File: src/rtl/uart_pkg.sv
// Shared constants for the memory-mapped UART transmitter.
// Holds register offsets, STATUS bit positions and the serialiser state type.
package uart_pkg;

    localparam logic [31:0] TXDATA_OFS  = 32'h0;
    localparam logic [31:0] STATUS_OFS  = 32'h4;
    localparam logic [31:0] DIVISOR_OFS = 32'h8;

    localparam int ST_FULL  = 0;
    localparam int ST_EMPTY = 1;
    localparam int ST_BUSY  = 2;
    localparam int ST_OVF   = 3;

    localparam logic [15:0] MIN_DIVISOR = 16'd2;

    typedef enum logic [2:0] {
        IDLE,
        START,
        DATA,
        PARITY,
        STOP
    } uart_state_t;

endpackage

File: src/rtl/sync_fifo.sv
// Single-clock FIFO with a read-ahead head (dout always shows the oldest entry).
// A push into a full FIFO is accepted only when a pop happens in the same cycle.
module sync_fifo #(
    parameter int WIDTH = 8,
    parameter int DEPTH = 8
) (
    input  logic                     clk,
    input  logic                     Reset,
    input  logic                     push,
    input  logic                     pop,
    input  logic [WIDTH-1:0]         din,
    output logic [WIDTH-1:0]         dout,
    output logic                     full,
    output logic                     empty,
    output logic [$clog2(DEPTH):0]   count
);

    localparam int AW = $clog2(DEPTH);

    logic [WIDTH-1:0] mem [DEPTH];
    logic [AW-1:0]    wr_ptr;
    logic [AW-1:0]    rd_ptr;
    logic             do_push;
    logic             do_pop;

    assign full    = (count == (AW+1)'(DEPTH));
    assign empty   = (count == '0);
    assign do_pop  = pop && !empty;
    assign do_push = push && (!full || do_pop);
    assign dout    = mem[rd_ptr];

    always_ff @(posedge clk) begin
        if (do_push) begin
            mem[wr_ptr] <= din;
        end
    end

    // Pointers are exactly AW bits wide, so they wrap modulo DEPTH for free.
    always_ff @(posedge clk) begin
        if (Reset) begin
            wr_ptr <= '0;
            rd_ptr <= '0;
            count  <= '0;
        end else begin
            if (do_push) begin
                wr_ptr <= wr_ptr + 1'b1;
            end
            if (do_pop) begin
                rd_ptr <= rd_ptr + 1'b1;
            end
            case ({do_push, do_pop})
                2'b10:   count <= count + 1'b1;
                2'b01:   count <= count - 1'b1;
                default: count <= count;
            endcase
        end
    end

endmodule

File: src/rtl/mmio_uart_tx.sv
// Memory-mapped UART transmitter: TXDATA/STATUS/DIVISOR window, byte FIFO, 8N1 serialiser.
// Define UART_PARITY_EN to insert an even-parity bit between the data bits and the stop bit.
//
// state  | meaning
// IDLE   | line high, waiting for a queued byte
// START  | start bit (tx=0) for one bit period
// DATA   | eight data bits, LSB first
// PARITY | even parity of the data byte (UART_PARITY_EN builds only)
// STOP   | stop bit (tx=1); chains straight into START if more bytes wait
module mmio_uart_tx
    import uart_pkg::*;
#(
    parameter logic [31:0] BASE_ADDR    = 32'h8000_0000,
    parameter int          FIFO_DEPTH   = 8,
    parameter logic [15:0] CLKS_PER_BIT = 16'd16
) (
    input  logic        clk,
    input  logic        Reset,
    input  logic        MemWrite,
    input  logic [31:0] DataAddress,
    input  logic [31:0] WriteData,
    output logic [31:0] rd_data,
    output logic        sel,
    output logic        tx,
    output logic        busy
);

    localparam int CW = $clog2(FIFO_DEPTH) + 1;

    logic [31:0]   ofs;
    logic          hit_tx;
    logic          hit_st;
    logic          hit_dv;
    logic          wr_tx;
    logic          wr_st;
    logic          wr_dv;
    logic [15:0]   divisor;
    logic          overflow;
    logic [3:0]    status;
    logic          unused_wdata;

    logic [7:0]    fifo_dout;
    logic          fifo_full;
    logic          fifo_empty;
    logic [CW-1:0] fifo_count;
    logic          pop;

    uart_state_t   state;
    logic [15:0]   cyc;
    logic [15:0]   div_lat;
    logic [2:0]    bit_idx;
    logic [7:0]    shreg;
`ifdef UART_PARITY_EN
    logic          parity;
`endif

    assign ofs    = DataAddress - BASE_ADDR;
    assign hit_tx = (ofs == TXDATA_OFS);
    assign hit_st = (ofs == STATUS_OFS);
    assign hit_dv = (ofs == DIVISOR_OFS);
    assign sel    = hit_tx || hit_st || hit_dv;

    assign wr_tx  = MemWrite && hit_tx;
    assign wr_st  = MemWrite && hit_st;
    assign wr_dv  = MemWrite && hit_dv;

    assign unused_wdata = ^WriteData[31:16];

    always_comb begin
        status          = '0;
        status[ST_FULL]  = (fifo_count == CW'(FIFO_DEPTH));
        status[ST_EMPTY] = fifo_empty;
        status[ST_BUSY]  = busy;
        status[ST_OVF]   = overflow;
    end

    always_comb begin
        rd_data = '0;
        if (hit_st) begin
            rd_data = {28'b0, status};
        end else if (hit_dv) begin
            rd_data = {16'b0, divisor};
        end
    end

    always_ff @(posedge clk) begin
        if (Reset) begin
            divisor <= CLKS_PER_BIT;
        end else if (wr_dv) begin
            divisor <= (WriteData[15:0] < MIN_DIVISOR) ? MIN_DIVISOR : WriteData[15:0];
        end
    end

    // A same-cycle pop makes room, so a push into a full FIFO is not an overflow then.
    always_ff @(posedge clk) begin
        if (Reset) begin
            overflow <= 1'b0;
        end else if (wr_st) begin
            overflow <= 1'b0;
        end else if (wr_tx && fifo_full && !pop) begin
            overflow <= 1'b1;
        end
    end

    sync_fifo #(
        .WIDTH (8),
        .DEPTH (FIFO_DEPTH)
    ) u_fifo (
        .clk   (clk),
        .Reset (Reset),
        .push  (wr_tx),
        .pop   (pop),
        .din   (WriteData[7:0]),
        .dout  (fifo_dout),
        .full  (fifo_full),
        .empty (fifo_empty),
        .count (fifo_count)
    );

    assign pop = !fifo_empty && ((state == IDLE) || ((state == STOP) && (cyc == 16'd0)));

    // cyc counts down to 0 within each bit period; every frame start reloads the divisor.
    always_ff @(posedge clk) begin
        if (Reset) begin
            state   <= IDLE;
            tx      <= 1'b1;
            busy    <= 1'b0;
            cyc     <= '0;
            div_lat <= CLKS_PER_BIT;
            bit_idx <= '0;
            shreg   <= '0;
`ifdef UART_PARITY_EN
            parity  <= 1'b0;
`endif
        end else if (pop) begin
            state   <= START;
            tx      <= 1'b0;
            busy    <= 1'b1;
            shreg   <= fifo_dout;
            div_lat <= divisor;
            cyc     <= divisor - 16'd1;
            bit_idx <= '0;
`ifdef UART_PARITY_EN
            parity  <= ^fifo_dout;
`endif
        end else begin
            case (state)
                IDLE: begin
                    tx <= 1'b1;
                end
                START: begin
                    if (cyc == 16'd0) begin
                        state   <= DATA;
                        tx      <= shreg[0];
                        bit_idx <= '0;
                        cyc     <= div_lat - 16'd1;
                    end else begin
                        cyc <= cyc - 16'd1;
                    end
                end
                DATA: begin
                    if (cyc == 16'd0) begin
                        cyc <= div_lat - 16'd1;
                        if (bit_idx == 3'd7) begin
`ifdef UART_PARITY_EN
                            state <= PARITY;
                            tx    <= parity;
`else
                            state <= STOP;
                            tx    <= 1'b1;
`endif
                        end else begin
                            tx      <= shreg[1];
                            shreg   <= shreg >> 1;
                            bit_idx <= bit_idx + 3'd1;
                        end
                    end else begin
                        cyc <= cyc - 16'd1;
                    end
                end
                PARITY: begin
                    if (cyc == 16'd0) begin
                        state <= STOP;
                        tx    <= 1'b1;
                        cyc   <= div_lat - 16'd1;
                    end else begin
                        cyc <= cyc - 16'd1;
                    end
                end
                STOP: begin
                    if (cyc == 16'd0) begin
                        state <= IDLE;
                        busy  <= 1'b0;
                    end else begin
                        cyc <= cyc - 16'd1;
                    end
                end
                default: begin
                    state <= IDLE;
                    tx    <= 1'b1;
                    busy  <= 1'b0;
                end
            endcase
        end
    end

endmodule

File: config.mk
export PLATFORM = sky130hd
export DESIGN_NAME = mmio_uart_tx
export DESIGN_NICKNAME = d
export VERILOG_FILES = /design/src/rtl/uart_pkg.sv /design/src/rtl/sync_fifo.sv /design/src/rtl/mmio_uart_tx.sv
export SDC_FILE = /design/constraint.sdc
export NUM_CORES = 1
export LEC_CHECK = 0
export ABC_AREA = 1
export BUFFER_PORTS_ARGS = -buffer_cell sky130_fd_sc_hd__clkbuf_2
export CAP_MARGIN = 20
export CORE_MARGIN = 2
export CORE_UTILIZATION = 53
export DETAILED_ROUTE_END_ITERATION = 16
export PLACE_DENSITY_LB_ADDON = 0.05
export SYNTH_ARGS = -nofsm -noshare
export SYNTH_HDL_FRONTEND = slang
export SYNTH_SLANG_ARGS = --single-unit
File: constraint.sdc
create_clock -name clk -period 2.7 [get_ports clk]
set_clock_uncertainty 0.05 [all_clocks]
set_input_delay 0.135 -clock clk [delete_from_list [all_inputs] [get_ports clk]]
set_output_delay 0.135 -clock clk [all_outputs]
set_load 0.02 [all_outputs]
==> parameters.txt <==
Parameter                              Value

Layout
  Share of cells above drive strength 1    0.134
  Post-layout net count    approximately 1.2k
  Growth of design area from synthesis to finish    14.9%
  Fill cell instance count of the final layout    roughly 1.4k
  Commonest non-fill, non-tap cell in the layout    nand2_1
  Finished Layout Cells    ~1.3k
  Most frequent cells in the layout    nand2_1 (235), nor2_1 (170), inv_1 (98)
  Ant diodes    0

Clock tree
  CTS Buffer Depth    2
  Clock sink count    around 140
  CTS tree    done
  Cell chosen for the clock root    clkbuf_16
  Number of H-tree levels    4
  Clock edge transition at the registers on the reported setup and hold paths    roughly 0.06 ns
  Post-CTS setup buffer count    0
  Clock network latency to the later pin of the worst-skew pair    around 0.43 ns
  CTS Buf Count    17

Setup path
  Startpoint type of the worst setup path    register
  Critical path, cell by cell    inv_1 -> ha_2 -> nand2_2 -> nor2_4 -> nand3_4 -> nand2_4 -> nand2_4 -> nand2_2 -> nand2_1 -> ha_1 -> xor2_1 -> ha_1 -> a21oi_1 -> xnor2_1 -> o21ai_1 -> inv_1
  Largest incremental delay on the critical path    approximately 0.33 ns
  CP Max Fanout    4
  Required arrival time at the worst endpoint    2.97 ns
  Arrival time at the worst endpoint    around 2.8 ns
  Count of cells along the worst register-to-register path    16
  Worst setup EP type    register
  Total number of cells along the worst setup path    16
  Type of the worst setup path    reg2reg
  Buffers plus inverters on the worst setup path    2
  Master of the slowest instance on the critical path    dfxtp_1
  Top delay family on crit path    adder cells

Synth
  Syn Std Cell Area    7770 µm²
  Number of warning messages in the yosys log    0
  Combinational family with the most area after synthesis    simple AND/OR/NAND/NOR gates
  Fraction of the mapped netlist area in adder cells    0.0177
  Cell variety after synth    41
  Syn Inst Count    a little over 1k
  Most common flop cell mapped by yosys    dfxtp_1
  Post-synthesis async set-or-reset flop share    0
  Fraction of the mapped netlist area in compound gates    0.113
  Synthesized area per cell    around 7.5 µm²
  Portion of netlist area occupied by mux cells    0
  Post-Synth Simple-Gate Area    0.303
  Register bit count reported by yosys    about 140
  Share of the yosys chip area belonging to registers    0.448
  Number of synthesized flops with an enable pin    64
  Post-synthesis xor/xnor area fraction    0.0259

STA
  Total count of hold-check failures in the final report    0
  Number of setup violations in the final report    0
  Final critical-path share of the clock period    0.938
  Post-route setup TNS    0 ns
  Achievable frequency    395 MHz
  Final number of max-transition violations    0
  Unrepaired setup endpoints after global routing    no
  Max_slew headroom    0.491
  Post-layout minimum cycle time    between 2 and 3 ns
  Final setup slack of the worst path    around 0.17 ns
  Slew at the pin with the worst max-slew slack    approximately 0.76 ns

Global routing
  Overall global routing resource usage    0.248
  Maximum number of pins on one net before global-route repair    39
  Vias in the first global route    6301
  Number of antenna violations at the first check in global routing    0
  First-pass GRT wire length    roughly 31000 µm
  Grt total ovfl    0

Pwr
  Power density relative to cell area    a little under 1000 nW/µm²
  Total leakage power    3.81 nW
  Pwr Total    between 8 and 9 mW
  Maximum vdd drop    0.631 mV

Run status
  Status    finished clean

Routing
  Routed via count divided by cell count    slightly above 5
  Met1 Wirelength    9250 µm
  DR vias    roughly 6.9k
  Count of routing violations after the opening detailed-route iteration    between 500 and 600
  Total DRC errors in the routed layout    0
  Detail Route Antenna Nets    0
  Final wirelength    roughly 19000 µm
  Wire length on met3    approximately 1200 µm
  Drt first pass iters    5
  Uppermost routed layer    met4
  Detailed-route wire length per cell    14.4 µm
  Wire length on met2    between 8000 and 9000 µm

Placement
  Post-placement cell count    1278
  Routability-driven placement congestion ratio    0.873
  Worst slack, placed    ~0.16 ns
  Count of input and output buffers    between 60 and 70
  Dpl hpwl    13700 µm

Floorplan
  Row count    44
  Number of placed I/O pins    roughly 100
  Height of the chip    roughly 130 µm
  Die extent in x    125 µm
  Area of the core    approximately 14000 µm²
  Floorplan die area    roughly 16000 µm²
  Initial Util    0.539

Run
  Max-capacitance violation count    0

Worst hold path
  Hold Path Stages    1
  Class of the tightest hold or removal check    in2reg
-- final cells by class --
| class | count | area (µm²) | area share |
|---|---|---|---|
| multi-input combinational | 759 | 3640 | 0.408 |
| sequential | 142 | 3480 | 0.390 |
| timing repair buffer | 103 | 632 | 0.0708 |
| clock buffer | 19 | 433 | 0.0485 |
| inverter | 101 | 379 | 0.0425 |
| tap | 184 | 230 | 0.0258 |
| clock inverter | 13 | 128 | 0.0143 |
-- state kept, by name (all words and copies together), names as in the netlist, 4 cells and up, named ones only --
name          count
cyc              16
u_fifo.mem       64
shreg             8
div_lat          16
u_fifo.count      4
divisor          16
-- timing repair --
item	CTS	global route
gates resized for setup	0	4
endpoints found under the hold margin	25	0
endpoints found under the setup margin	0	2
hold buffers	11	0
-- per-layer routing --
layer  global-route usage  vias up
li1                     -     3552
met5                    0        -
met3               0.0535       19
met2                0.378      211
met1                0.361     3085
met4               0.0654        0
-- power breakdown --
part / internal, mW / switching, mW / leakage, nW
clock network: 1.29 / 0.950 / 0.269
registers: 2.53 / 0.256 / 1.21
logic: 1.27 / 2.51 / 2.33
-- synthesized netlist by cell type, drive strengths merged (2+ instances only) --
| library cell | count | area share |
|---|---|---|
| a21oi | 59 | 0.041 |
| nor3 | 9 | 0.0058 |
| dfxtp | 78 | 0.20 |
| xor2 | 16 | 0.018 |
| or2 | 2 | 0.0016 |
| buf | 34 | 0.034 |
| ha | 11 | 0.018 |
| edfxtp | 64 | 0.25 |
| clkbuf | 18 | 0.0087 |
| nand3b | 4 | 0.0039 |
| nand3 | 87 | 0.058 |
| o21ai | 83 | 0.053 |
| xnor2 | 7 | 0.0079 |
| nor4 | 2 | 0.0016 |
| nand4 | 12 | 0.0097 |
| nor2 | 183 | 0.098 |
| nand2 | 242 | 0.12 |
| o22ai | 16 | 0.013 |
| nor3b | 2 | 0.0019 |
| o211ai | 3 | 0.0029 |
| inv | 101 | 0.049 |
-- metrics by stage --
stage                     area (µm²)  utilization  hold slack, ns
after floorplan                 7830            -           0.184
after global placement          8240        0.572           0.334
after detailed placement        8240        0.572           0.341
after CTS                       8910        0.618         0.00386
after global routing            8930        0.619          0.0300
final                           8930        0.619         0.00253
-- cell families (layout without fill, tap and decap cells) --
| logic type | Yosys count | count (layout) |
|---|---|---|
| AOI/OAI and AO/OA | 164 | 164 |
| and+or+nand+nor | 545 | 545 |
| xor gates and xnor gates | 23 | 23 |
| DFF | 142 | 142 |
| buffers and inverters | 153 | 236 |
| other | 1 | 16 |
| adders and majority gates | 11 | 11 |
-- worst paths after layout --
kind / slack (ns) / end / start
setup / recovery: 0.17 / u_fifo.count[2]$_SDFFE_PP0P_ / cyc[0]$_SDFFE_PP0P_
hold / removal: 0.003 / u_fifo.mem[4][1]$_DFFE_PP_ / WriteData[1]
setup reg to reg: 0.17 / u_fifo.count[2]$_SDFFE_PP0P_ / cyc[0]$_SDFFE_PP0P_
hold reg to reg: 0.40 / overflow$_SDFFE_PP0P_ / overflow$_SDFFE_PP0P_
-- worst register-to-register path, stage by stage (launching register included) --
cell and delay (ns):
dfxtp_1 0.33, inv_1 0.13, ha_2 0.23, nand2_2 0.07, nor2_4 0.13, nand3_4 0.12, nand2_4 0.10, nand2_4 0.05
nand2_2 0.07, nand2_1 0.08, ha_1 0.26, xor2_1 0.19, ha_1 0.19, a21oi_1 0.15, xnor2_1 0.09, o21ai_1 0.12
inv_1 0.04
(Power assumes the default switching activity.)
